[src/rtl/memory_arbiter.sv]
// Two-port block-memory arbiter: instruction-cache reads and data-cache
// reads/write-backs share one unified memory. Ties alternate between ports,
// every grant latches its request and holds it stable until completion or
// timeout, and a one-cycle RELEASE hands the result back to the requester.
//
// Handshake: a cache holds its request high while its BUSYWAIT is high; BUSYWAIT
// drops for exactly the RELEASE cycle of its own transaction, and the cache must
// drop (or renew) its request by the following edge. Memory completes a
// transfer by driving MEM_BUSYWAIT low from the second grant cycle onward.
module memory_arbiter #(
    parameter int TIMEOUT_CYCLES = 255
) (
    input  logic         CLK,
    input  logic         RESET,
    input  logic         I_READ,
    input  logic [5:0]   I_ADDRESS,
    output logic [127:0] I_READDATA,
    output logic         I_BUSYWAIT,
    input  logic         D_READ,
    input  logic         D_WRITE,
    input  logic [5:0]   D_ADDRESS,
    input  logic [127:0] D_WRITEDATA,
    output logic [127:0] D_READDATA,
    output logic         D_BUSYWAIT,
    output logic         MEM_READ,
    output logic         MEM_WRITE,
    output logic [6:0]   MEM_ADDRESS,
    output logic [127:0] MEM_WRITEDATA,
    input  logic [127:0] MEM_READDATA,
    input  logic         MEM_BUSYWAIT,
    output logic         TIMEOUT_ERR,
    output logic [1:0]   DEBUG_STATE
);

    typedef enum logic [1:0] {
        IDLE    = 2'd0,
        GRANT_I = 2'd1,
        GRANT_D = 2'd2,
        RELEASE = 2'd3
    } state_t;

    // Counter holds (grant cycle number - 1), so it only needs to reach TIMEOUT_CYCLES-1.
    localparam int CW = (TIMEOUT_CYCLES > 2) ? $clog2(TIMEOUT_CYCLES) : 1;
    localparam logic [CW-1:0] CNT_LAST = CW'(TIMEOUT_CYCLES - 1);

    state_t        state;
    state_t        next_state;
    logic          last_grant_d;  // 1: data port won the most recent grant
    logic [CW-1:0] cnt;
    logic          done_i;
    logic          done_d;

    logic d_req;
    logic pick_i;
    logic pick_d;
    logic in_grant;
    logic complete;
    logic expire;

    // Arbitration decision and grant termination conditions.
    always_comb begin
        d_req    = D_READ | D_WRITE;
        pick_i   = I_READ && (!d_req || last_grant_d);
        pick_d   = d_req && (!I_READ || !last_grant_d);
        in_grant = (state == GRANT_I) || (state == GRANT_D);
        // MEM_BUSYWAIT low in the first grant cycle (cnt == 0) is stale and ignored.
        complete = in_grant && (cnt != '0) && !MEM_BUSYWAIT;
        expire   = in_grant && !complete && (cnt == CNT_LAST);
    end

    // Next-state logic.
    always_comb begin
        next_state = state;
        case (state)
            IDLE: begin
                if (pick_i)      next_state = GRANT_I;
                else if (pick_d) next_state = GRANT_D;
            end
            GRANT_I, GRANT_D: begin
                if (complete || expire) next_state = RELEASE;
            end
            RELEASE: next_state = IDLE;
            default: next_state = IDLE;
        endcase
    end

    // State register.
    always_ff @(posedge CLK) begin
        if (RESET) state <= IDLE;
        else       state <= next_state;
    end

    // Grant latching, memory strobes, read-data capture, timeout tracking.
    always_ff @(posedge CLK) begin
        if (RESET) begin
            MEM_READ      <= 1'b0;
            MEM_WRITE     <= 1'b0;
            MEM_ADDRESS   <= '0;
            MEM_WRITEDATA <= '0;
            I_READDATA    <= '0;
            D_READDATA    <= '0;
            TIMEOUT_ERR   <= 1'b0;
            cnt           <= '0;
            last_grant_d  <= 1'b1;
            done_i        <= 1'b0;
            done_d        <= 1'b0;
        end else begin
            case (state)
                IDLE: begin
                    if (pick_i) begin
                        last_grant_d <= 1'b0;
                        MEM_ADDRESS  <= {1'b0, I_ADDRESS};
                        MEM_READ     <= 1'b1;
                        MEM_WRITE    <= 1'b0;
                        cnt          <= '0;
                    end else if (pick_d) begin
                        last_grant_d <= 1'b1;
                        MEM_ADDRESS  <= {1'b1, D_ADDRESS};
                        // A simultaneous read and write-back is served as the write.
                        MEM_READ     <= !D_WRITE;
                        MEM_WRITE    <= D_WRITE;
                        if (D_WRITE) MEM_WRITEDATA <= D_WRITEDATA;
                        cnt          <= '0;
                    end
                end
                GRANT_I, GRANT_D: begin
                    if (complete || expire) begin
                        MEM_READ  <= 1'b0;
                        MEM_WRITE <= 1'b0;
                        done_i    <= (state == GRANT_I);
                        done_d    <= (state == GRANT_D);
                        if (expire) TIMEOUT_ERR <= 1'b1;
                        if (complete && MEM_READ) begin
                            if (state == GRANT_I) I_READDATA <= MEM_READDATA;
                            else                  D_READDATA <= MEM_READDATA;
                        end
                    end else begin
                        cnt <= cnt + CW'(1);
                    end
                end
                RELEASE: begin
                    done_i <= 1'b0;
                    done_d <= 1'b0;
                end
                default: ;
            endcase
        end
    end

    assign I_BUSYWAIT  = I_READ && !((state == RELEASE) && done_i);
    assign D_BUSYWAIT  = d_req && !((state == RELEASE) && done_d);
    assign DEBUG_STATE = state;

endmodule

[config.mk]
export PLATFORM = sky130hd
export DESIGN_NAME = memory_arbiter
export DESIGN_NICKNAME = d
export VERILOG_FILES = /design/src/rtl/memory_arbiter.sv
export SDC_FILE = /design/constraint.sdc
export NUM_CORES = 1
export LEC_CHECK = 0
export ABC_AREA = 0
export CAP_MARGIN = 20
export CORE_AREA = 2 2 258 260
export CTS_BUF_LIST = sky130_fd_sc_hd__clkbuf_4 sky130_fd_sc_hd__clkbuf_8
export DETAILED_ROUTE_END_ITERATION = 16
export DIE_AREA = 0 0 260 262
export PLACE_DENSITY_LB_ADDON = 0.05
export SETUP_SLACK_MARGIN = 0.2
export SYNTH_ARGS = -nofsm -noshare
export SYNTH_HDL_FRONTEND = slang
export SYNTH_SLANG_ARGS = --single-unit
[constraint.sdc]
create_clock -name CLK -period 2.2 [get_ports CLK]
set_input_delay 0.44 -clock CLK [delete_from_list [all_inputs] [get_ports CLK]]
set_output_delay 0.44 -clock CLK [all_outputs]
set_load 0.03 [all_outputs]
==> results.cfg <==
[timing]
maxSlewViolCount = 0
min_period_ns = 2.158
setup_viol = 0
grt_setup_unrepaired = true
relSlewSlack_pct = 54.66
skew_ns = 0.02246
fin_crit_sh_pct = 98.08
worst_pin_slew_ns = 0.6801
hold_viol_final = 0
fmax_mhz = 463.4

[routing]
drc = 0
firstDrtPassIters = 5
wl_per_cell_um = 20.32
routed_via_density = 4.394
antenna_left = 0
drt_first_iter_violations = 666
vias = 15380
drt_wl_total_um = 71140

[grt]
grt_max_degree = 111
grt.total_usage_pct = 19.29
grt_pass1_wl_um = 98140
antenna_found_initial = 6
grt_pass1_vias = 15280
grt_overflow = 0

[floorplan]
chipHeight_um = 262
rows = 94
dieArea_um2 = 68120
initial_core_util_pct = 22.26
dieWidth_um = 260
io_pins = 672
design.core.area_um2 = 65280

[pwr]
netSwitchingFraction_pct = 30.94
leakagePower_uw = 0.01188
ir_drop_mv = 0.4686
power_frac_seq_pct = 37.7
intPower_uw = 14940
power_frac_comb_pct = 23.0
clock_power_share_pct = 39.4
p_per_area_nw_per_um2 = 794.4
p_sw_uw = 6692

[place]
io_buffers = 671
gp_congestion = 0.7848
dp.cells = 3287
dpl-instance-area_um2 = 22560
dpl.hpwl_um = 46330

[run_status]
status = finished clean

[final_layout]
seq_area_um2 = 8159
syn_to_final_growth_pct = 87.41
fin_cells = 3500
fin_util_pct = 41.71
nFillCells = 6643
final_nets = 2851
postLayoutCellArea_um2 = 27230
multi_input_area_um2 = 7705
final_layout_size_suffix_gt1_share_pct = 24.66

[synthesis]
avgSynthCellArea_um2 = 7.961
ys_ff_latch = 407
synth.distinct_cells = 45
synth_cells = 1825
synth.net_count = 2106
synthTopCellsByArea = dfxtp_1, nand2_1, a21oi_1, clkbuf_1, buf_2
yosys_warnings = 0
yosysTopAreaCell = dfxtp_1
seq_area_frac_synth_pct = 56.08
synth_top_area_share_pct = 56.08
netlist_area_um2 = 14530

[worst_setup_path]
worst_setup_path_start_kind = register
r2r_end = I_READDATA[91]
cp.arrival_ns = 1.72
regToRegStartpoint = cnt[1]
endpoint_kind = output pin
critPathMaxFanout = 2
r2r_slack_ns = 0.06
path_class = register to output pin
crit_path_start = DEBUG_STATE[1]
reg2regPathDepth = 9
cp.required_ns = 1.76
crit_end = I_BUSYWAIT

[clock_tree]
clk_pin_slew_ns = 0.05
clkLatencyLatePin_ns = 0.66
cts_made_buffers = 81
ctsHtreeMaxLevel = 3
cts_buffer_depth = 3
cts_tree = done
ctsHoldBuffers = 0
numClockSinks = 407
cts_root_buf = clkbuf_8

[run]
cap_violations = 0

[min_path]
hold_class = primary input to register
[cell type report]
cell class	count	share of cell area, %
flip-flops and latches	407	29.97
multi-input cells	1277	28.30
clock buffers	136	6.116
diodes	4	0.03676
inverters	7	0.1057
well taps	864	3.970
repair buffers	796	31.00
clock inverters	9	0.5055
[cell usage after synthesis (all sizes together)]
master and count:
a2111o 1, o32ai 1, buf 53, and2 2, mux2i 14, and3 2
nand3 3, o2bb2ai 2, a21o 1, nand4 3, a21boi 2, nor3 3
clkbuf 83, and4 2, nor4b 2, o31ai 3, nor2b 1, or4 2
o21ai 4, ha 7, or3 1, o2111a 1, nand2b 14, inv 7
a211oi 6, nand2 779, a32oi 1, a211o 1, a31oi 2, dfxtp 407
mux2 1, o2111ai 1, or4b 2, nor4 5, a21oi 393, nor2 10
a2111oi 2, o31a 1
[power by group through the flow]
stage,registers [uW],clock network (uW),logic (uW)
global route,8210,9180,5350
global placement,8270,0,4780
finish,8150,8520,4970
floorplan,9170,0,1430
detailed placement,8280,0,4780
CTS,8150,8850,4750
[metrics by stage]
step	worst slack [ns]	hold slack [ns]	TNS (ns)	power [uW]
6_report	0.04214	0.1608	0	21630
2_1_floorplan	0.2102	0.4462	0	10600
4_1_cts	-0.05049	0.09761	-0.05049	21740
5_1_grt	-0.06645	0.1270	-0.06645	22740
3_5_place_dp	-0.3126	0.4457	-0.4111	13060
3_3_place_gp	-0.3270	0.4410	-0.3270	13050
[how the worst min path moves through the flow]
stage	from	endpoint	slack, ns	cells past startpoint
floorplan	done_i	done_i	0.45	2
global placement	D_READDATA[22]	D_READDATA[22]	0.44	2
detailed placement	I_READDATA[32]	I_READDATA[32]	0.45	2
CTS	RESET	MEM_WRITEDATA[98]	0.1	2
global route	RESET	TIMEOUT_ERR	0.13	2
finish	RESET	MEM_WRITEDATA[14]	0.16	2
[critical path: stages (launching register included)]
cell,delay [ns]
dfxtp_4,0.34
buf_6,0.11
ha_4,0.17
a21boi_4,0.21
buf_6,0.14
buf_12,0.11
[layout by cell type (no fill, tap or decap), drive strengths merged, types with 4 or more instances in the layout]
cell type      instances
nand2                779
clkdlybuf4s50        272
dfxtp                407
a211oi                 6
o21ai                  4
clkdlybuf4s15         30
nand2b                14
nor4                   5
inv                   11
mux2i                 14
a21oi                393
diode                  4
clkbuf               158
buf                  112
nor2                  10
ha                     7
dlygate4sd2          357
[state kept, by name, summed over array words and instances (netlist names)]
name	flops
cnt	8
TIMEOUT_ERR	1
MEM_WRITEDATA	128
MEM_WRITE	1
I_READDATA	128
MEM_ADDRESS	7
last_grant_d	1
D_READDATA	128
MEM_READ	1
done_i	1
done_d	1
DEBUG_STATE	2
[kinds of logic (layout without fill, tap and decap cells)]
logic type / count (synthesis) / count (layout) / synth area share (%)
AND/OR/NAND/NOR: 831 / 831 / 22.41
AO/OA/AOI/OAI: 422 / 424 / 15.15
multiplexers: 15 / 15 / 1.042
flip-flops: 407 / 407 / 56.08
buffers and inverters: 143 / 948 / 4.719
other: 0 / 4 / 0
adder cells (fa/ha/maj): 7 / 7 / 0.6028
[timing repair]
action,in CTS,in global routing
gates resized for setup,578,444
setup endpoints to repair,662,278
hold endpoints to repair,0,0
buffers inserted,20,8
pin swaps,86,201
gates cloned,22,15
[metal layers]
metal,routed length (um),GRT usage (%),part of all wire (%),up-vias
li1,-,-,-,7465
met1,27670,21.30,39,7260
met2,35290,33.72,50,506
met3,5870,7.456,8.3,144
met4,2286,6.737,3.2,4
met5,27,0,0.038,-
Power figures use the tool's default switching activity.
